==> src/rtl/ha_2.sv <==
// ha_2: half adder with a combinational path (Su/Ca) and a registered,
// valid-qualified path (Su_q/Ca_q/out_valid) plus two saturating counters
// tracking accepted pairs and accepted pairs that produced a carry.
module ha_2 #(
  parameter int CNT_W = 16
) (
  input  logic             clk,
  input  logic             rst,
  input  logic             A,
  input  logic             B,
  input  logic             in_valid,
  output logic             Su,
  output logic             Ca,
  output logic             Su_q,
  output logic             Ca_q,
  output logic             out_valid,
  output logic [CNT_W-1:0] sample_cnt,
  output logic [CNT_W-1:0] carry_cnt
);

  localparam logic [CNT_W-1:0] CNT_MAX = '1;
  localparam logic [CNT_W-1:0] CNT_ONE = CNT_W'(1);

  logic sum_d;
  logic carry_d;

  // Pure half-adder logic; no dependence on clk, rst or in_valid, so it
  // keeps working with the clock stopped or the block held in reset.
  always_comb begin
    sum_d   = A ^ B;
    carry_d = A & B;
  end

  assign Su = sum_d;
  assign Ca = carry_d;

  // Registered path and statistics: capture each accepted pair, flag it for
  // one cycle, and count it without ever wrapping.
  // NOTE: reset is synchronous here, so it lives inside the clocked branch
  // and wins over in_valid on the same edge; all state uses <= so every
  // register sees the pre-edge values of its neighbours.
  always_ff @(posedge clk) begin
    if (rst) begin
      Su_q       <= 1'b0;
      Ca_q       <= 1'b0;
      out_valid  <= 1'b0;
      sample_cnt <= '0;
      carry_cnt  <= '0;
    end else begin
      out_valid <= in_valid;
      if (in_valid) begin
        Su_q <= sum_d;
        Ca_q <= carry_d;
        if (sample_cnt != CNT_MAX) begin
          sample_cnt <= sample_cnt + CNT_ONE;
        end
        // carry_cnt only moves on an accepted pair, so it can never
        // overtake sample_cnt; both stop at the same ceiling.
        if (carry_d && (carry_cnt != CNT_MAX)) begin
          carry_cnt <= carry_cnt + CNT_ONE;
        end
      end
    end
  end

endmodule

==> config.mk <==
export PLATFORM = sky130hd
export DESIGN_NAME = ha_2
export DESIGN_NICKNAME = d
export VERILOG_FILES = /design/src/rtl/ha_2.sv
export SDC_FILE = /design/constraint.sdc
export NUM_CORES = 1
export LEC_CHECK = 0
export ABC_AREA = 1
export CAP_MARGIN = 5
export CORE_ASPECT_RATIO = 0.7
export CORE_MARGIN = 2
export CORE_UTILIZATION = 56
export CTS_BUF_LIST = sky130_fd_sc_hd__clkbuf_2 sky130_fd_sc_hd__clkbuf_4 sky130_fd_sc_hd__clkbuf_8
export DETAILED_ROUTE_END_ITERATION = 16
export PLACE_DENSITY = 0.95
export SLEW_MARGIN = 20
export SYNTH_ARGS = -nofsm -noshare
export SYNTH_HDL_FRONTEND = slang
export SYNTH_SLANG_ARGS = --single-unit
export TNS_END_PERCENT = 100
==> constraint.sdc <==
create_clock -name clk -period 3.87 [get_ports clk]
set_clock_uncertainty 0.1 [all_clocks]
set_input_delay 0.5805 -clock clk [delete_from_list [all_inputs] [get_ports clk]]
set_output_delay 0.5805 -clock clk [all_outputs]
set_load 0.005 [all_outputs]
==> flow_summary.yaml <==
run_status:
  status: "complete, no violations"
floorplanning:
  dieArea_mm2: 0.00393
  num_rows: 17
  die_h_um: 53.1
  coreArea_mm2: 0.00321
  initial_core_util_pct: 60.0
  die_w_um: 74.1
  io_pins: 42
sta:
  slew-limit-headroom_pct: 49.4
  fmax_mhz: 405
  worstMarginPinSlew_ns: 0.758
  setup_viol: 0
  rsz0062_at_grt: "no"
  hold_viol: 0
  fin_ws_ns: 1.40
  fin_crit_sh_pct: 63.7
  tns_ns: 0
  drv_slew: 0
  fin_crit_ns: 2.47
synth:
  ys_seq_area_share_pct: 36.4
  ys_warn_count: 0
  yosys-top-cells-area: "dfxtp_1, nand2_1, nor2_1, nand3_1, a21oi_1"
  synth_mux_area_share_pct: 0
  yosysTopAreaCellShare_pct: 36.4
  yosys.area.top_type: "dfxtp_1"
  synthSimpleGateAreaFrac_pct: 44.8
  synth.ff_latch_count: 35
  synth_top_family_by_area: "simple AND/OR/NAND/NOR gates"
  synthCells: 292
  synth_compound_area_share_pct: 7.99
  syn_nets: 300
  synthAdderAreaFrac_pct: 1.95
  synthDistinctLibCells: 29
  syn_area_mm2: 0.00193
  synthXorXnorAreaFrac_pct: 2.73
  syn_area_per_cell_um2: 6.59
grt:
  grt_max_degree: 26
  overflow: 0
  first_global_vias: 1783
  grt_pass1_wl_um: 8000
  antenna_found_initial: 0
  track_usage_pct: 27.0
power_and_ir_drop:
  comb_power_share_pct: 6.2
  power_uw: 764
  ir_worst_vdd_mv: 0.266
  p_per_area_mw_per_mm2: 307
  p_sw_uw: 168
  power_frac_clock_pct: 45.3
  swShare_pct: 22.0
  p_leak_uw: 0.000958
  seq_power_share_pct: 48.5
  intPower_uw: 596
detailed_routing:
  topRoutingLayerUsed: "met4"
  drc: 0
  vias: 2035
  drt-initial-drc-count: 116
  dr.pass1.iters: 4
  routedWlPerCell_um: 12.6
  wl_met3_um: 298
  wl_met1_um: 2280
  wl_met2_um: 2220
  via_per_inst: 5.30
  wl_um: 4840
  drtAntennaViolNets: 0
layout:
  final_common_cell: "nand2_1"
  final_cell_mix: "nand2_1, nor2_1, clkdlybuf4s50_1, dfxtp_1, nand3_1"
  diodes: 0
  drive_gt1_share_pct: 10.4
  syn_to_final_growth_pct: 29.2
  nets: 344
clocking:
  cts_buffers: 5
  cts.path.max_buffers: 2
  insertion_delay_ns: 0.29
  cts_resized: 0
  post_cts_buffers: 0
  clkSinkCount: 35
  ctsHoldBuffers: 0
  clk_pin_slew_ns: 0.07
  htree_levels: 2
  cts_tree: "built"
  root_buffer: "clkbuf_8"
placed_design:
  dp_slack_ns: 1.41
  place.gp.congestion: 0.844
  dp_hpwl_um: 3420
  numPortBuffers: 41
setup_path:
  cpMostUsedCell: "clkdlybuf4s50_1"
  worst_path_max_delay_cell: "clkdlybuf4s50_1"
  crit_type: "primary input to output pin"
  arrival_ns: 1.79
  cp_slowest_stage_delay_ns: 0.50
  cp_cell_sequence: "clkdlybuf4s50_1, ha_1, clkdlybuf4s50_1"
  worst_ep_required_time_ns: 3.19
  cp-end-kind: "output pin"
  rrSetupSlack_ns: 2.05
  cp-start-kind: "primary input"
  crit_path_max_fanout: 2
worst_hold_path:
  worst_hold_path_type: "flip-flop to flip-flop"
run:
  drv_cap: 0
-- per-layer routing --
metal  GRT usage (%)  vias up
li1                -     1019
met1            36.6      933
met2            43.8       75
met3            5.90        8
met4            6.97        0
met5               0        -
-- kinds of logic (layout without fill, tap and decap cells) --
group	count (synthesis)	in the layout
XOR/XNOR	6	6
flip-flops	35	35
buffers and inverters	29	74
AND/OR/NAND/NOR	190	190
adder cells (fa/ha/maj)	3	3
AO/OA/AOI/OAI	29	29
-- Yosys cell counts (all sizes together) --
cell type	instances
and2	1
o21ai	5
nor2	68
clkbuf	1
xnor2	2
buf	3
nand3b	1
nand2	87
dfxtp	35
a21oi	21
nor3	5
nand4	5
ha	3
xor2	4
o21bai	1
inv	25
a31oi	2
nand3	23
-- cell type report --
class	count	area, µm²
Multi-Input combinational cell	228	1110
Fill cell	225	723
Sequential cell	35	701
Timing Repair Buffer	41	410
Inverter	25	93.8
Clock buffer	6	82.6
Tap cell	47	58.8
Clock inverter	2	35.0
-- power by group through the flow --
stage	sequential [µW]	combinational [µW]	clock, µW
floorplan	378	24.6	0
global placement	378	45.0	0
detailed placement	378	47.0	0
CTS	370	47.4	346
global route	371	52.6	363
finish	370	47.5	346
-- worst max-delay path, delay by kind of cell --
family / cells / cell delay, ns
fa+ha+maj: 1 / 0.29
buf+inv: 2 / 0.92
-- stage by stage --
step / hold WS, ns / area (µm²) / std cells / utilization [%]
after floorplan: 0.356 / 1930 / 292 / -
after global placement: 0.351 / 2370 / 376 / 73.8
after detailed placement: 0.355 / 2370 / 376 / 73.8
after CTS: 0.367 / 2490 / 384 / 77.5
after global routing: 0.417 / 2490 / 384 / 77.5
final: 0.367 / 2490 / 384 / 77.5
-- flip-flops by register name, summed over array words and instances (netlist names) --
name	cells
out_valid	1
carry_cnt	16
sample_cnt	16
Ca_q	1
Su_q	1
-- path summary, 6_finish.rpt --
kind / to / depth (start not counted) / from
hold reg to reg: Ca_q / 2 / Ca_q
setup reg to reg: carry_cnt[15] / 9 / carry_cnt[0]
hold / removal: Ca_q / 2 / Ca_q
setup / recovery: Su / 3 / B
(Power assumes the default switching activity.)
